==> config.mk <==
export PLATFORM = sky130hd
export DESIGN_NAME = dma_engine
export DESIGN_NICKNAME = d
export VERILOG_FILES = /design/src/rtl/dma_engine.sv
export SDC_FILE = /design/constraint.sdc
export NUM_CORES = 1
export LEC_CHECK = 0
export BUFFER_PORTS_ARGS = -buffer_cell sky130_fd_sc_hd__clkbuf_2
export CORE_MARGIN = 5
export CORE_UTILIZATION = 30
export CTS_CLUSTER_DIAMETER = 40
export DETAILED_ROUTE_END_ITERATION = 6
export HOLD_SLACK_MARGIN = 0.12
export PLACE_DENSITY = 0.49
export SYNTH_ARGS = -nofsm -noshare
export SYNTH_HDL_FRONTEND = slang
export SYNTH_SLANG_ARGS = --single-unit
export TNS_END_PERCENT = 1
==> constraint.sdc <==
create_clock -name i_clk -period 4.45 [get_ports i_clk]
set_input_delay 0 -clock i_clk [delete_from_list [all_inputs] [get_ports i_clk]]
set_output_delay 0 -clock i_clk [all_outputs]
set_load 0.1 [all_outputs]
==> src/rtl/dma_engine.sv <==
// Block-copy DMA engine: copies N = length*16 bytes (length 0 = 4096) from src to dst, one byte at a time.
// Latency: trigger edge -> busy next cycle; (RD_LAT+2) cycles per byte; done pulses one cycle after the last write.
// Backpressure: i_rdy=0 freezes the engine (no sel/write); a stalled WRITE is reissued and a stalled READ restarts its wait.
//
// Ports:
//   i_clk, i_reset_n          clock, synchronous active-low reset
//   i_rdy                     bus grant; 0 stalls the engine
//   i_ctrl                    control register; bit 7 rising edge starts a transfer
//   i_src_addr, i_dst_addr    source / destination base addresses (latched at trigger)
//   i_length                  transfer size in 16-byte units (latched at trigger)
//   i_din                     read data, valid RD_LAT cycles after the address
//   o_addr, o_dout, o_write   bus address, write data, write strobe
//   o_sel                     engine owns the bus this cycle
//   o_busy, o_done            transfer in progress, one-cycle completion pulse
module dma_engine #(
  parameter int ADDR_W = 16,
  parameter int RD_LAT = 2
) (
  input  logic              i_clk,
  input  logic              i_reset_n,
  input  logic              i_rdy,
  input  logic [7:0]        i_ctrl,
  input  logic [ADDR_W-1:0] i_src_addr,
  input  logic [ADDR_W-1:0] i_dst_addr,
  input  logic [7:0]        i_length,
  input  logic [7:0]        i_din,
  output logic [ADDR_W-1:0] o_addr,
  output logic [7:0]        o_dout,
  output logic              o_write,
  output logic              o_sel,
  output logic              o_busy,
  output logic              o_done
);

  typedef enum logic [1:0] {
    S_IDLE  = 2'd0,
    S_READ  = 2'd1,
    S_WRITE = 2'd2,
    S_FIN   = 2'd3
  } state_t;

  state_t            r_state;
  state_t            w_state_nxt;
  logic              r_start_prev;
  logic [ADDR_W-1:0] r_src;
  logic [ADDR_W-1:0] r_dst;
  logic [12:0]       r_cnt;
  logic [12:0]       r_idx;
  logic [2:0]        r_wait;
  logic [7:0]        r_data;

  logic              w_trigger;
  logic              w_last_wait;
  logic [12:0]       w_idx_inc;
  logic              w_unused_ctrl;

  // Only bit 7 of the control register has meaning here.
  assign w_unused_ctrl = &{1'b0, i_ctrl[6:0]};

  assign w_trigger   = i_ctrl[7] & ~r_start_prev & (r_state == S_IDLE);
  assign w_last_wait = (r_wait == 3'(RD_LAT));
  assign w_idx_inc   = r_idx + 13'd1;
  assign o_dout      = r_data;

  always_ff @(posedge i_clk) begin
    if (!i_reset_n) begin
      r_state      <= S_IDLE;
      // Starts high so a start bit held through reset is not seen as an edge.
      r_start_prev <= 1'b1;
      r_src        <= '0;
      r_dst        <= '0;
      r_cnt        <= '0;
      r_idx        <= '0;
      r_wait       <= '0;
      r_data       <= '0;
    end else begin
      r_state      <= w_state_nxt;
      r_start_prev <= i_ctrl[7];
      if (w_trigger) begin
        r_src  <= i_src_addr;
        r_dst  <= i_dst_addr;
        // length 0 encodes 256 units, so the count needs the extra top bit.
        r_cnt  <= {(i_length == 8'd0), i_length, 4'b0000};
        r_idx  <= '0;
        r_wait <= '0;
      end
      case (r_state)
        S_READ: begin
          // Data in flight is not trusted across a stall: restart the wait.
          if (!i_rdy) begin
            r_wait <= '0;
          end else if (w_last_wait) begin
            r_wait <= '0;
            r_data <= i_din;
          end else begin
            r_wait <= r_wait + 3'd1;
          end
        end
        S_WRITE: begin
          if (i_rdy) r_idx <= w_idx_inc;
        end
        default: ;
      endcase
    end
  end

  always_comb begin
    w_state_nxt = r_state;
    o_addr      = '0;
    o_write     = 1'b0;
    o_sel       = 1'b0;
    o_busy      = 1'b0;
    o_done      = 1'b0;
    case (r_state)
      S_IDLE: begin
        if (w_trigger) w_state_nxt = S_READ;
      end
      S_READ: begin
        o_busy = 1'b1;
        o_addr = r_src + ADDR_W'(r_idx);
        o_sel  = i_rdy;
        if (i_rdy && w_last_wait) w_state_nxt = S_WRITE;
      end
      S_WRITE: begin
        o_busy  = 1'b1;
        o_addr  = r_dst + ADDR_W'(r_idx);
        o_sel   = i_rdy;
        o_write = i_rdy;
        if (i_rdy) w_state_nxt = (w_idx_inc == r_cnt) ? S_FIN : S_READ;
      end
      S_FIN: begin
        o_done      = 1'b1;
        w_state_nxt = S_IDLE;
      end
      default: w_state_nxt = S_IDLE;
    endcase
  end

endmodule

==> metrics, run 1 <==
Fill cells=around 1400; share of layout cells above drive strength 1=between 10% and 20%; largest net degree at the start of global routing=70; io pins=87; minimum clock period=3900 ps; Seq pwr share=35.4%; most frequent cells in the layout=nand2_1 (114), clkbuf_2 (79), dfxtp_1 (68), dlygate4sd3_1 (49), a21boi_0 (47); register area share after synthesis=roughly a third; Critical Path RT=around 4500 ps; WL per Instance=13.7 µm; switch share=between 30% and 40%; Clk pin slew, worst setup/hold paths=about 50 ps; DRT antenna net count=0; PD cells=roughly 350 mW/mm²; CTS Buffer Depth=2; Non-Filler Cell Area, Final=~0.0054 mm²; asr flop ratio synth=0%; Slew Limit Fails=0; #FFs+latches synth=roughly 70; final-report setup violation count=0; grt ovf=0; initial antenna violation count=0; net load switching power=~650 µW; peak fanout along the critical path=18; Setup Buffers After CTS=0; Slew HR=a little under a quarter; Leakage=0.00224 µW; cell area after synthesis=about 0.0041 mm²; dpl cell area=0.00468 mm²; Power, Total=roughly 1900 µW; Synth Warn #=0; Chip Width=about 130 µm; n_diodes=0; area delta synth->final=31.8%; Via Count=approximately 3900; DR iter-0 viols=approximately 160; post-cts sizing count=0; vias in the first global route=3879; largest area contributor in the netlist=dfxtp_1; Post-CTS Hold Fix Bufs=49; Post-DP HPWL=7830 µm; EDFF count, synth=0; Least-Margin Pin Slew=roughly 1100 ps; Critical Path Start Type=flip-flop; Final nets=between 700 and 800; Critical Path Sink Type=primary output; post-synth top area share=between 30% and 40%; Primary FF master, synth=dfxtp_1; fmax=approximately 260 MHz; count of input and output buffers=a little under 80; H-tree depth=3; CP arrival=around 4000 ps; status=completed; HP Class=primary input to flip-flop; Via density=roughly 4.8; clk sinks=68; Core Box Area=about 0.013 mm²; WHS=between 150 and 200 ps; Mean Syn Cell Area=just over 8 µm²; max_cap viols=0; GP Congestion=0.758; DRC violations left=0; final period utilization=roughly 88%; internal power=about 1200 µW; first drt pass iteration count=4; die area=about 0.016 mm²; CTS root buf=clkbuf_16; first-pass GRT wire length=~19000 µm; die height=around 130 µm; synthesized instance count=about 500; endpoints failing hold=0; commonest non-fill, non-tap cell in the layout=nand2_1; final core utilization=a little over 40%; Routed WL=11100 µm; main area contributors after synthesis=dfxtp_1 (33%), nand2_1 (10%), a21boi_0 (8.5%); CTS Buf Count=9; Setup CP Type=flip-flop to primary output; combinational share of power=around 28%; FP Rows=42; clk_lat worst skew=roughly 330 ps; RSZ-0062 raised after global routing=no; distinct cell type count after synthesis=between 50 and 60; CTS tree=built; part of the power in the clock network=a little over a third; total track usage=between 10% and 20%; Worst VDD drop=0.178 mV; Syn Nets=just under 600; Final Skew=around 4.3 ps; Initial Util=30.9%
[critical path, stage by stage (launching register included)]
cell and delay [ps]:
dfxtp_1 340, inv_1 130, ha_1 240, buf_4 300, mux2_2 390, ha_1 350, nand3b_1 120, a21oi_1 210
o2111ai_1 170, a21oi_1 360, nor3_1 100, or3b_2 460, clkbuf_2 380
[synthesized netlist by cell type, types with 13 or more instances]
cell type	instances
nor2_1	24
dfxtp_1	68
a21boi_0	47
o21ai_0	20
nand2_1	114
nor2b_1	21
mux2i_1	13
nand3_1	13
a21oi_1	19
ha_1	22
clkbuf_1	18
nor3_1	13
mux2_2	14
[logic make-up after synthesis]
| logic type | synth area share [%] |
|---|---|
| AND/OR/NAND/NOR | 26.3 |
| AO/OA/AOI/OAI | 18.6 |
| flip-flops | 33.0 |
| buffers and inverters | 3.61 |
| multiplexers | 7.33 |
| adder cells (fa/ha/maj) | 7.15 |
| XOR/XNOR | 4.03 |
[final timing paths]
check	from	to	slack [ps]	cells after the start
worst max-delay path	r_state[0]$_SDFFE_PN0P_	o_addr[14]	550	12
worst max register to register	r_state[0]$_SDFFE_PN0P_	r_idx[12]$_SDFF_PN0_	1860	9
worst min-delay path	i_rdy	r_state[0]$_SDFFE_PN0P_	160	6
worst min register to register	r_dst[9]$_SDFFE_PN0P_	r_dst[9]$_SDFFE_PN0P_	460	2
[area by class of cell]
cell class | instances | area, µm² | area share [%]
sequential | 68 | 1360 | 25.0
clock inverter | 3 | 40.0 | 0.736
inverter | 11 | 41.3 | 0.759
multi-input combinational | 408 | 2630 | 48.3
clock buffer | 11 | 233 | 4.28
tap | 176 | 220 | 4.05
timing repair buffer | 132 | 916 | 16.8
[per-layer routing]
| metal | up-vias | share of wire (%) | GRT usage, % |
|---|---|---|---|
| li1 | 1998 | - | - |
| met1 | 1785 | 46 | 17.5 |
| met2 | 82 | 48 | 24.6 |
| met3 | 11 | 4.1 | 2.96 |
| met4 | 0 | 1.3 | 4.35 |
| met5 | - | 0 | 0 |
[registers in the layout (all words and copies together), names as in the netlist]
signal,flops
o_dout,8
r_cnt,9
r_dst,16
r_idx,13
r_src,16
r_start_prev,1
r_state,2
r_wait,3
[stage by stage]
stage | cells | worst slack (ps) | TNS, ps
3_5_place_dp | 746 | 906 | 0
6_report | 809 | 553 | 0
3_3_place_gp | 746 | 989 | 0
2_1_floorplan | 511 | -353 | -629
4_1_cts | 809 | 534 | 0
5_1_grt | 809 | 323 | 0
[power groups by stage]
stage / clock, µW / combinational (µW) / sequential, µW
2_1_floorplan: 0 / 387 / 673
3_3_place_gp: 0 / 495 / 679
3_5_place_dp: 0 / 502 / 680
4_1_cts: 708 / 537 / 667
5_1_grt: 732 / 580 / 671
6_report: 683 / 531 / 667
(Power assumes the default switching activity.)
==> inputs of run 2 (changes only) <==
--- a/config.mk
+++ b/config.mk
@@ -6,6 +6,7 @@
 export NUM_CORES = 1
 export LEC_CHECK = 0
 export BUFFER_PORTS_ARGS = -buffer_cell sky130_fd_sc_hd__clkbuf_2
+export CAP_MARGIN = 20
 export CORE_MARGIN = 5
 export CORE_UTILIZATION = 30
 export CTS_CLUSTER_DIAMETER = 40
==> constraint.sdc (replaced) <==
create_clock -name i_clk -period 4.45 [get_ports i_clk]
set_input_delay 0.2225 -clock i_clk [delete_from_list [all_inputs] [get_ports i_clk]]
set_output_delay 0.2225 -clock i_clk [all_outputs]
set_load 0.1 [all_outputs]
==> metrics, run 2 (synthesized netlist as in run 1, its figures left out) <==
Critical Path RT=4230 ps (-220 ps); H-tree depth=3 (unchanged); Critical Path Start Type=flip-flop; WHS=125 ps (-34.2 ps); grt ovf=0 (unchanged); instance count on the critical path=14 (+2); Critical Path Sink Type=primary output; clk_lat worst skew=330 ps (about the same); max_cap viols=0 (unchanged); final period utilization=92.9% (+5.3 points); Leakage=0.00210 µW (-6.4%); total track usage=13.5% (-0.59 points); endpoints failing hold=0 (unchanged); share of layout cells above drive strength 1=20.7% (+1.5 points); minimum clock period=4130 ps (+238 ps); final core utilization=38.1% (-2.6 points); n_diodes=0 (unchanged); fmax=242 MHz (-5.8%); io pins=87 (unchanged); reg2reg path depth=10 (+1); Clk pin slew, worst setup/hold paths=60 ps (about the same); Slew Limit Fails=0 (unchanged); PD cells=368 mW/mm² (+6.5%); final setup TNS=0 ps (unchanged); Initial Util=30.9% (unchanged); Final nets=676 (-5.1%); dpl cell area=0.00468 mm² (+0.16%); largest registers=r_dst (16), r_src (16), r_idx (13); WL per Instance=13.8 µm (+0.53%); DR iter-0 viols=191 (+20%); Non-Filler Cell Area, Final=0.00509 mm² (-6.4%); GP Congestion=0.807 (+6.4%); Setup CP Type=flip-flop to primary output; commonest non-fill, non-tap cell in the layout=nand2_1; Cells on Worst Hold Path=3 (-3); Via Count=3729 (-3.8%); die area=0.0162 mm² (unchanged); Worst Path Buf+Inv=4 (+1); Final Skew=5.62 ps (+1.34 ps); Critical Path, Cell by Cell=inv_1 > ha_1 > buf_4 > mux2_2 > ha_1 > inv_1 > fa_1 > nand3b_1 > a21oi_1 > o2111ai_1 > a21oi_1 > nor3_1 > or3b_2 > clkbuf_2; Routed WL=10700 µm (-3.8%); Worst VDD drop=0.176 mV (-1.1%); Slew HR=55.7% (+32 points); initial antenna violation count=0 (unchanged); RSZ-0062 raised after global routing=no; CTS root buf=clkbuf_16; Slowest cell on crit path=or3b_2; first drt pass iteration count=4 (unchanged); Via density=4.82 (+0.56%); HP Class=primary input to flip-flop; CTS tree=built; largest net degree at the start of global routing=70 (unchanged); DRT antenna net count=0 (unchanged); CTS Buffer Depth=2 (unchanged); Core Box Area=0.0133 mm² (unchanged); CP arrival=3910 ps (about the same); DRC violations left=0 (unchanged); final-report setup violation count=0 (unchanged); peak fanout along the critical path=11 (-7); Fill cells=1409 (+2.9%); clk sinks=68 (unchanged); first-pass GRT wire length=17800 µm (-4.0%); Least-Margin Pin Slew=663 ps (-481 ps); CP peak stage delay=440 ps (-20 ps); CTS Buf Count=9 (unchanged); status=completed; most frequent cells in the layout=nand2_1 (114), clkbuf_2 (79), dfxtp_1 (68), a21boi_0 (47), nor2_1 (24); area delta synth->final=23.3%; die height=127 µm (unchanged); Chip Width=127 µm (unchanged); vias in the first global route=3651 (-5.9%); delay-heaviest family, CP=adder cells; count of input and output buffers=79 (unchanged); Post-DP HPWL=7950 µm (+1.5%); FP Rows=42 (unchanged)
==> run 2: final timing paths <==
path | end | slack (ps) | start
worst max-delay path | o_addr[14] | 320 | r_state[0]$_SDFFE_PN0P_
worst min-delay path | r_dst[12]$_SDFFE_PN0P_ | 120 | i_dst_addr[12]
worst max register to register | r_idx[12]$_SDFF_PN0_ | 1760 | r_state[0]$_SDFFE_PN0P_
worst min register to register | r_dst[10]$_SDFFE_PN0P_ | 460 | r_dst[10]$_SDFFE_PN0P_
==> run 2: report_power, final <==
part / leakage (µW) / total (µW) / switching [µW] / internal [µW]
logic: 0.00141 / 509 / 364 / 145
clock network: 0.000140 / 699 / 254 / 445
registers: 0.000551 / 666 / 24.7 / 642
total: 0.00210 / 1870 / 642 / 1230
==> run 2: layer usage <==
layer	GRT usage [%]	wire (µm)	part of all wire [%]	up-vias
li1	-	-	-	1927
met1	17.7	5060	47	1719
met2	22.2	4960	47	71
met3	3.26	496	4.7	12
met4	3.97	149	1.4	0
met5	0	0	0	-
==> run 2: final cells by class <==
cell class | instances | area [µm²] | area share (%)
Multi-Input combinational cell | 408 | 2630 | 51.6
Sequential cell | 68 | 1360 | 26.7
Timing Repair Buffer | 96 | 554 | 10.9
Clock buffer | 13 | 250 | 4.92
Tap cell | 176 | 220 | 4.33
Inverter | 11 | 41.3 | 0.811
Clock inverter | 2 | 35.0 | 0.688
==> run 2: metrics by stage <==
stage	instances	power (µW)	worst slack [ps]
CTS	773	1900	287
floorplan	511	1060	-575
finish	774	1870	315
global placement	747	1180	716
detailed placement	747	1180	677
global route	774	1980	59.7
==> run 2: timing repair <==
| item | 4_1_cts | 5_1_grt |
|---|---|---|
| endpoints found under the hold margin | 11 | 0 |
| gates resized for setup | 0 | 0 |
| buffers inserted | 0 | 0 |
| hold buffers | 11 | 0 |
==> run 2: worst register-to-register path: cells and delay by family (launching register included) <==
| family | cells | cell delay, ps |
|---|---|---|
| buf+inv | 4 | 1020 |
| simple gates | 3 | 630 |
| flops | 1 | 380 |
| fa+ha+maj | 1 | 210 |
| compound gates | 2 | 330 |
==> inputs of run 3 (changes only) <==
--- a/config.mk
+++ b/config.mk
@@ -5,14 +5,14 @@
 export SDC_FILE = /design/constraint.sdc
 export NUM_CORES = 1
 export LEC_CHECK = 0
-export BUFFER_PORTS_ARGS = -buffer_cell sky130_fd_sc_hd__clkbuf_2
 export CAP_MARGIN = 20
 export CORE_MARGIN = 5
 export CORE_UTILIZATION = 30
 export CTS_CLUSTER_DIAMETER = 40
 export DETAILED_ROUTE_END_ITERATION = 6
+export DONT_BUFFER_PORTS = 1
 export HOLD_SLACK_MARGIN = 0.12
-export PLACE_DENSITY = 0.49
+export PLACE_DENSITY = 0.45
 export SYNTH_ARGS = -nofsm -noshare
 export SYNTH_HDL_FRONTEND = slang
 export SYNTH_SLANG_ARGS = --single-unit
==> constraint.sdc (replaced) <==
create_clock -name i_clk -period 3.75 [get_ports i_clk]
set_input_delay 0.1875 -clock i_clk [delete_from_list [all_inputs] [get_ports i_clk]]
set_output_delay 0.1875 -clock i_clk [all_outputs]
set_load 0.1 [all_outputs]
==> metrics, run 3 (synthesized netlist as in run 1, its figures left out) <==
status=completed; io pins=87 (unchanged); share of layout cells above drive strength 1=15.1% (-5.7 points); Setup CP Type=flip-flop to primary output; commonest non-fill, non-tap cell in the layout=nand2_1; met1 usage=16.6% (-1.1 points); most frequent cells in the layout=nand2_1 (114), dfxtp_1 (67), dlygate4sd3_1 (50), a21boi_0 (47); Chip Width=127 µm (unchanged); die area=0.0162 mm² (unchanged); Slew Limit Fails=0 (unchanged); Final nets=657 (-2.8%); endpoints failing hold=0 (unchanged); final period utilization=a little over nine tenths; CTS tree=built; Core Box Area=0.0133 mm² (unchanged); Least-Margin Pin Slew=1000 ps (+340 ps); Critical Path Sink Type=primary output; Leakage=0.00206 µW (-1.8%); CP arrival=3370 ps (-540 ps); H-tree depth=3 (unchanged); multi-input logic area=0.00273 mm² (+3.9%); grt peak-use layer=met2; n_diodes=0 (unchanged); grt ovf=0 (unchanged); Fill cells=1366 (-3.1%); first drt pass iteration count=4 (unchanged); Clk pin slew, worst setup/hold paths=60 ps (about the same); Slew HR=33.3% (-22 points); GRT met3 Usage=3.76% (+0.50 points); met2 usage=24.0% (+1.8 points); clk_lat worst skew=340 ps (about the same); FP Rows=42 (unchanged); Initial Util=30.9% (unchanged); DRC violations left=0 (unchanged); count of input and output buffers=0 (-100%); CTS root buf=clkbuf_16; die height=127 µm (unchanged); final setup TNS=0 ps (unchanged); total track usage=13.9% (+0.35 points); CTS Buffer Depth=2 (unchanged); Via density=4.88 (+1.2%); initial antenna violation count=0 (unchanged); Critical Path Start Type=flip-flop; Critical Path RT=3560 ps (-670 ps); Power, Total=2330 µW (+24%); largest net degree at the start of global routing=69 (-1.4%); fmax=around 280 MHz; Worst VDD drop=0.203 mV (+15%); HP Class=primary input to flip-flop; largest registers=r_dst (16), r_src (16), r_idx (13); area delta synth->final=31.8%; clk sinks=68 (unchanged); Via Count=3678 (-1.4%); DR iter-0 viols=172 (-9.9%); Routed WL=10900 µm (+2.3%); first-pass GRT wire length=18000 µm (+1.4%); Post-DP HPWL=7790 µm (-2.1%); RSZ-0062 raised after global routing=no; GP Congestion=0.780 (-3.4%); CTS Buf Count=9 (unchanged); vias in the first global route=3723 (+2.0%); max_cap viols=0 (unchanged); WL per Instance=14.5 µm (+5.0%); PD cells=428 mW/mm² (+16%); peak fanout along the critical path=6 (-5); Final Skew=7.49 ps (+1.87 ps); DRT antenna net count=0 (unchanged); FF+latch area=0.00136 mm² (about the same); final-report setup violation count=0 (unchanged); minimum clock period=3560 ps
==> run 3: layout make-up <==
type                            instances  area share, %
Multi-Input combinational cell        408           50.1
Sequential cell                        68           25.0
Timing Repair Buffer                   77           14.7
Clock buffer                           12           4.71
Tap cell                              176           4.05
Inverter                               11          0.758
Clock inverter                          2          0.644
==> run 3: metrics by stage <==
stage / setup slack, ps / util (%) / instance area (µm²) / hold WS (ps) / std cells
after floorplan: -309 / - / 4160 / 293 / 511
after CTS: 9.12 / 40.5 / 5410 / 138 / 753
after global placement: 268 / 34.3 / 4570 / 271 / 687
after detailed placement: 197 / 34.3 / 4570 / 273 / 687
final: 190 / 40.8 / 5440 / 149 / 754
after global routing: 8.71 / 40.8 / 5440 / 164 / 754
==> run 3: power by group <==
part           total (µW)  leakage (µW)  internal [µW]  switching (µW)
logic                 681       0.00137            210             471
registers             794      0.000551            763            31.3
clock network         854      0.000145            542             311
==> run 3: metal layers <==
metal  share of wire [%]  vias to the layer above  wire length [µm]
met5                   0                        -                 0
met1                  45                     1707              4870
li1                    -                     1887                 -
met4                 1.6                        0               173
met2                  49                       72              5370
met3                 4.6                       12               499
==> run 3: worst max-delay path, cell delays in order, from the launching register on <==
cell and delay (ps):
dfxtp_2 350, inv_1 110, ha_4 210, mux2_2 240, ha_1 160, inv_1 60
fa_2 340, nand3b_1 210, a21oi_2 210, o2111ai_2 150, a21oi_2 230, nor3_1 70
or3b_2 480, buf_12 190
==> run 3: final timing paths <==
check	to	cells after the start	from	slack, ps
worst max-delay path	o_addr[14]	13	r_state[0]$_SDFFE_PN0P_	190
worst min-delay path	r_state[0]$_SDFFE_PN0P_	5	i_rdy	150
worst max register to register	r_idx[2]$_SDFF_PN0_	8	r_state[1]$_SDFFE_PN0P_	1200
worst min register to register	r_dst[13]$_SDFFE_PN0P_	2	r_dst[13]$_SDFFE_PN0P_	460
==> run 3: timing repair <==
item / CTS / global route
gates resized for setup: 2 / 6
hold buffers: 51 / 0
setup buffers: 1 / 1
endpoints found under the setup margin: 2 / 5
endpoints found under the hold margin: 68 / 0
pin swaps: 1 / 2
